<file path="src/rtl/ship_missile.sv">
// Player missile: edge-triggered fire launches one missile from the ship's top-centre and moves it up each frame.
// Spawns one edge after fire; a hit or off-screen starts COOLDOWN_FRAMES of re-arm. Build with MISSILE_AUTOFIRE_EN for a level-sensitive fire key.
module ship_missile #(
  parameter logic [7:0] FIRE_KEY        = 8'h2C,
  parameter logic [9:0] MISSILE_STEP    = 10'd6,
  parameter logic [9:0] MISSILE_SX      = 10'd2,
  parameter logic [9:0] MISSILE_SY      = 10'd8,
  parameter logic [5:0] COOLDOWN_FRAMES = 6'd15
) (
  input  logic       frame_clk,
  input  logic       Reset_n,
  input  logic [7:0] keycode,
  input  logic [9:0] ShipX,
  input  logic [9:0] ShipY,
  input  logic [9:0] ShipSX,
  input  logic       hit,
  output logic [9:0] MissileX,
  output logic [9:0] MissileY,
  output logic [9:0] MissileSX,
  output logic [9:0] MissileSY,
  output logic       missile_active,
  output logic [7:0] shots_fired
);

  typedef enum logic [1:0] {IDLE, FLYING, COOLDOWN} state_t;

  state_t     state, state_nxt;
  logic [9:0] missile_x, missile_x_nxt;
  logic [9:0] missile_y, missile_y_nxt;
  logic [5:0] cool_cnt, cool_cnt_nxt;
  logic [7:0] shot_cnt, shot_cnt_nxt;
  logic       key_prev;
  logic       fire_key;
  logic       fire_req;

  assign fire_key = (keycode == FIRE_KEY);

`ifdef MISSILE_AUTOFIRE_EN
  assign fire_req = fire_key;
`else
  assign fire_req = fire_key && !key_prev;
`endif

  always_ff @(posedge frame_clk or negedge Reset_n) begin
    if (!Reset_n) begin
      state     <= IDLE;
      missile_x <= '0;
      missile_y <= '0;
      cool_cnt  <= '0;
      shot_cnt  <= '0;
      key_prev  <= 1'b0;
    end else begin
      state     <= state_nxt;
      missile_x <= missile_x_nxt;
      missile_y <= missile_y_nxt;
      cool_cnt  <= cool_cnt_nxt;
      shot_cnt  <= shot_cnt_nxt;
      key_prev  <= fire_key;
    end
  end

  always_comb begin
    state_nxt     = state;
    missile_x_nxt = missile_x;
    missile_y_nxt = missile_y;
    cool_cnt_nxt  = cool_cnt;
    shot_cnt_nxt  = shot_cnt;
    case (state)
      IDLE: begin
        if (fire_req) begin
          state_nxt     = FLYING;
          missile_x_nxt = ShipX + (ShipSX >> 1);
          missile_y_nxt = (ShipY >= MISSILE_SY) ? ShipY - MISSILE_SY : 10'd0;
          shot_cnt_nxt  = shot_cnt + 8'd1;
        end
      end
      FLYING: begin
        // A hit and leaving the top share one exit; position freezes on that edge
        if (hit || (missile_y < MISSILE_STEP)) begin
          state_nxt    = COOLDOWN;
          cool_cnt_nxt = COOLDOWN_FRAMES - 6'd1;
        end else begin
          missile_y_nxt = missile_y - MISSILE_STEP;
        end
      end
      COOLDOWN: begin
        if (cool_cnt == 6'd0) state_nxt = IDLE;
        else                  cool_cnt_nxt = cool_cnt - 6'd1;
      end
      default: state_nxt = IDLE;
    endcase
  end

  assign MissileX       = missile_x;
  assign MissileY       = missile_y;
  assign MissileSX      = MISSILE_SX;
  assign MissileSY      = MISSILE_SY;
  assign missile_active = (state == FLYING);
  assign shots_fired    = shot_cnt;

endmodule

</file>
<file path="config.mk">
export PLATFORM = sky130hd
export DESIGN_NAME = ship_missile
export DESIGN_NICKNAME = d
export VERILOG_FILES = /design/src/rtl/ship_missile.sv
export SDC_FILE = /design/constraint.sdc
export NUM_CORES = 1
export LEC_CHECK = 0
export CAP_MARGIN = 20
export CORE_MARGIN = 2
export CORE_UTILIZATION = 49
export DETAILED_ROUTE_END_ITERATION = 10
export PLACE_DENSITY_LB_ADDON = 0.2
export SYNTH_ARGS = -nofsm -noshare
export SYNTH_HDL_FRONTEND = slang
export SYNTH_SLANG_ARGS = --single-unit
</file>
<file path="constraint.sdc">
create_clock -name frame_clk -period 4.9 [get_ports frame_clk]
set_input_delay 1.225 -clock frame_clk [delete_from_list [all_inputs] [get_ports frame_clk]]
set_output_delay 1.225 -clock frame_clk [all_outputs]
set_load 0.02 [all_outputs]
</file>
# Word level (Yosys, flattened, before mapping)
# Cells that the tools add are included.
# classes
reduce_logical	11
shifts	0
magnitude_cmp	2
div_mod_pow	0
n_mux	11
add_sub_neg	5
n_mul	0
eq_ne	8
bitwise_logic	0
# ops
operator	count
10-bit 2-to-1 mux	3
10-bit case mux with 2 select lines	1
6-bit 2-to-1 mux	2
6-bit case mux with 2 select lines	1
10-bit by 9-bit adder with 10-bit output	1
10-bit by 4-bit greater-or-equal comparator with 1-bit output, second input constant	1
10-bit by 3-bit < comparator with 1-bit output, second input constant	1
10-bit by 3-bit subtractor with 10-bit output, second input constant	1
10-bit by 4-bit subtractor with 10-bit output, second input constant	1
3-bit AND reduction	3
8-bit by 1-bit adder with 8-bit output, second input constant	1
8-bit by 6-bit equality test with 1-bit output, second input constant	1
2-bit inequality test, second input constant	4
6-bit zero test	1
2-bit 2-to-1 mux	3
2-bit case mux with 3 select lines	1
6-bit by 1-bit subtractor with 6-bit output, second input constant	1
2-bit nonzero test	2
2-bit by 1-bit equality test with 1-bit output, second input constant	1
2-bit equality test, second input constant	1
2-bit zero test	1
2-bit by 1-bit inequality test with 1-bit output, second input constant	1
2-bit AND reduction	1
1-bit logical AND	1
2 further kinds	2
# word_totals
regBits	37
mem_bits_ro	0
mem_count	0
ramBits	0
word_cells	43
out_inout_bits	49
latchBits	0

# Longest topological paths before layout
# depth
depth_word	4
ltp_mapped	8
depth_no_buf	8

# Worst setup path before layout
# Ideal clock, no wire load.
# synth_timing
kind	input to register
startpoint	in keycode[4]
endpoint	reg shot_cnt[6], in the netlist shots_fired[6]
setup_slack_ns	2.203
setup_ns	0.129
t_arrival_ns	2.567
cell_stages	6
path_cell_list	or4b_4 -> and4bb_1 -> buf_6 -> and3_1 -> nand4_1 -> xnor2_1
# synth_via
elab_chain_cells	3
# synth_rtl
item	line	text
start: declaration	12	input logic [7:0] keycode,
8-bit by 6-bit equality test with 1-bit output	36	assign fire_key = (keycode == FIRE_KEY);
1-bit logical AND	41	assign fire_req = fire_key && !key_prev;
2-bit AND reduction (no line)	-	
end signal: assignment	57	shot_cnt <= shot_cnt_nxt;
end: declaration	31	logic [7:0] shot_cnt, shot_cnt_nxt;
# No other way between the ends.
# A chain may end at the register's enable or synchronous reset.

# Worst setup path after layout
# layout_timing
startpoint	reg state[0]
endpoint	out missile_active
# layout_via
elab_chain_cells	1
# layout_rtl
item	line	text
start: declaration	27	state_t state, state_nxt;
start signal: assignment	53	state <= state_nxt;
2-bit by 1-bit equality test with 1-bit output	98	assign missile_active = (state == FLYING);
end: declaration	21	output logic missile_active,
# No other way between the ends.

==> qor.txt <==
router iterations before antenna repair = 4
Tmin final = 3.29 ns
mean post-synth cell area = 9.08 µm²
setup TNS = 0 ns
CTS tree = built
Synth Instances = 272
CP arrival = 2.07 ns
# clock sinks = 37
EDFF count, synth = 0
Pleak = 0.00148 µW
Worst-Skew Late Latency = 0.28 ns
peak supply drop = 119 µV
Worst setup EP type = output pin
Total Routing Usage GR = 0.191
Clk pin slew, worst setup/hold paths = 0.07 ns
top cells by area, synth = dfrtp_1 38%, ha_1 7.1%, buf_4 6.1%
residual DRC count = 0
Max-cap violations = 0
mapped cell area = 0.00247 mm²
Top FF cell, synth = dfrtp_1
Die Area = 0.00562 mm²
CP max FO = 19
GP Congestion = 0.869
DR vias = 2117
CTS-repair resized insts = 0
Post-CTS Setup Bufs = 0
skew final = 0.00370 ns
Starting Density = 0.516
vias in the first global route = 1892
final WL = 5180 µm
Placed Area = 0.00311 mm²
Slew @ Worst Pin = 0.818 ns
Synth Register Bits = 37
hold slack = 0.468 ns
commonest cells in the netlist = 37 x dfrtp_1, 34 x nand2_1, 20 x buf_4, 17 x nor2_1, 16 x o21ai_1
CP required = 3.67 ns
final instance area = 0.00319 mm²
cts hold-fix bufs = 0
RSZ-0062 raised after global routing = no
post-synthesis sequential area ratio = 0.375
Yosys top cell by area = dfrtp_1
CTS buffer count = 5
status = finished clean
Antenna Cells = 0
Power, Total = 634 µW
Fin. Hold Viols = 0
H-tree Lvls = 2
Port Buffers = 68
Boundary Pins = 90
post-route antenna net violation count = 0
wire length per cell = 12.8 µm
Hold WC Path Type = register to register
crit path kind = register to output pin
share of layout cells above drive strength 1 = 0.0385
via-per-instance ratio = 5.23
antenna violations before repair = 0
largest net degree at the start of global routing = 38
# rows = 25
DP HPWL = 4010 µm
Synth cell types = 55
crit start category = register
Placed Cells = 398
first-pass GRT wire length = 8360 µm
1st-iter DRT viols = 64
Die Span Y = 75.0 µm
root buf cell = clkbuf_8
total global routing overflow = 0
layout net count = 394
Ys Warns = 0
Final Max Slew Viols = 0
DIE WIDTH = 75.0 µm
Synth-to-Final Area Change = 29.3%
CTS Buffer Depth = 2
core area = 0.00479 mm²
Worst slew margin = 0.454
asr flop ratio synth = 1.00
Max Clk Rate = 304 MHz
final period utilization = 0.672
Yosys top cell area share = 0.375
pwr/cell area = 199 mW/mm²
Final setup viols = 0
most common cell in the synthesized netlist = dfrtp_1
Post-Layout Cell Count = 405
==> path summary, 6_finish.rpt <==
check	start	end	slack, ns	cells past startpoint
worst max-delay path	state[0]	missile_active	1.61	3
worst min-delay path	shots_fired[7]	shots_fired[7]	0.47	1
worst max register to register	MissileY[1]	MissileY[7]	2.85	6
worst min register to register	shots_fired[7]	shots_fired[7]	0.47	1
max in group asynchronous	Reset_n	MissileX[8]	3.35	1
min in group asynchronous	Reset_n	cool_cnt[3]	1.04	1
==> through the flow <==
stage	setup slack, ns	util
3_3_place_gp	1.56	0.649
3_5_place_dp	1.54	0.649
6_report	1.61	0.667
5_1_grt	1.49	0.667
4_1_cts	1.60	0.667
2_1_floorplan	2.20	-
==> placed cells by master, fill, tap and decap left out, types with 2 or more instances in the layout <==
cell type and n:
nand2b_1 4, o21a_1 6, xnor2_1 10, nand4_1 3, o21ai_1 16, a22oi_1 2, xor2_1 6, dfrtp_1 37
inv_1 8, a211o_1 3, nor4_1 5, nand2_1 34, clkbuf_8 6, nor2b_1 3, o32a_1 2, nor3_1 8
nor2_1 17, nand3_1 9, clkdlybuf4s50_1 67, ha_1 14, a211oi_1 2, o22ai_1 3, conb_1 20, a21oi_1 8
or3_1 2, mux2i_1 3, o21ai_0 4, a21o_1 6, inv_2 2, and3_1 3
==> flip-flops by register name (all words and copies together) (netlist names) <==
| name | flops |
|---|---|
| shots_fired | 8 |
| key_prev | 1 |
| MissileX | 10 |
| cool_cnt | 6 |
| state | 2 |
| MissileY | 10 |
==> routing by layer <==
| layer | vias up | share of wire | global-route usage |
|---|---|---|---|
| met4 | 0 | 0.0035 | 0.0476 |
| li1 | 1062 | - | - |
| met3 | 2 | 0.048 | 0.0321 |
| met1 | 1000 | 0.44 | 0.251 |
| met2 | 53 | 0.50 | 0.328 |
| met5 | - | 0 | 0 |
==> worst max-delay path, stage by stage, from the launching register on <==
cell and delay [ns]:
dfrtp_1 0.54, nand2b_1 0.25, inv_2 0.33, clkdlybuf4s50_1 0.67
==> where the power goes <==
part           total (µW)  internal [µW]  switching, µW
clock                 213            112            101
combinational         114           55.3           59.0
sequential            307            306           1.05
total                 634            473            161
==> kinds of logic after synthesis <==
family,share of synthesized area
AND/OR/NAND/NOR,0.188
XOR/XNOR,0.0568
other,0.00304
adder cells (fa/ha/maj),0.0791
AO/OA/AOI/OAI,0.191
flip-flops,0.375
multiplexers,0.0122
buffers and inverters,0.0953
==> layout make-up <==
class                           count  area, µm²
Inverter                           10       37.5
Clock buffer                        7       86.3
Sequential cell                    37        926
Multi-Input combinational cell    215       1380
Tap cell                           67       83.8
Timing Repair Buffer               69        683
Fill cell                         405       1590
(Power assumes the default switching activity.)
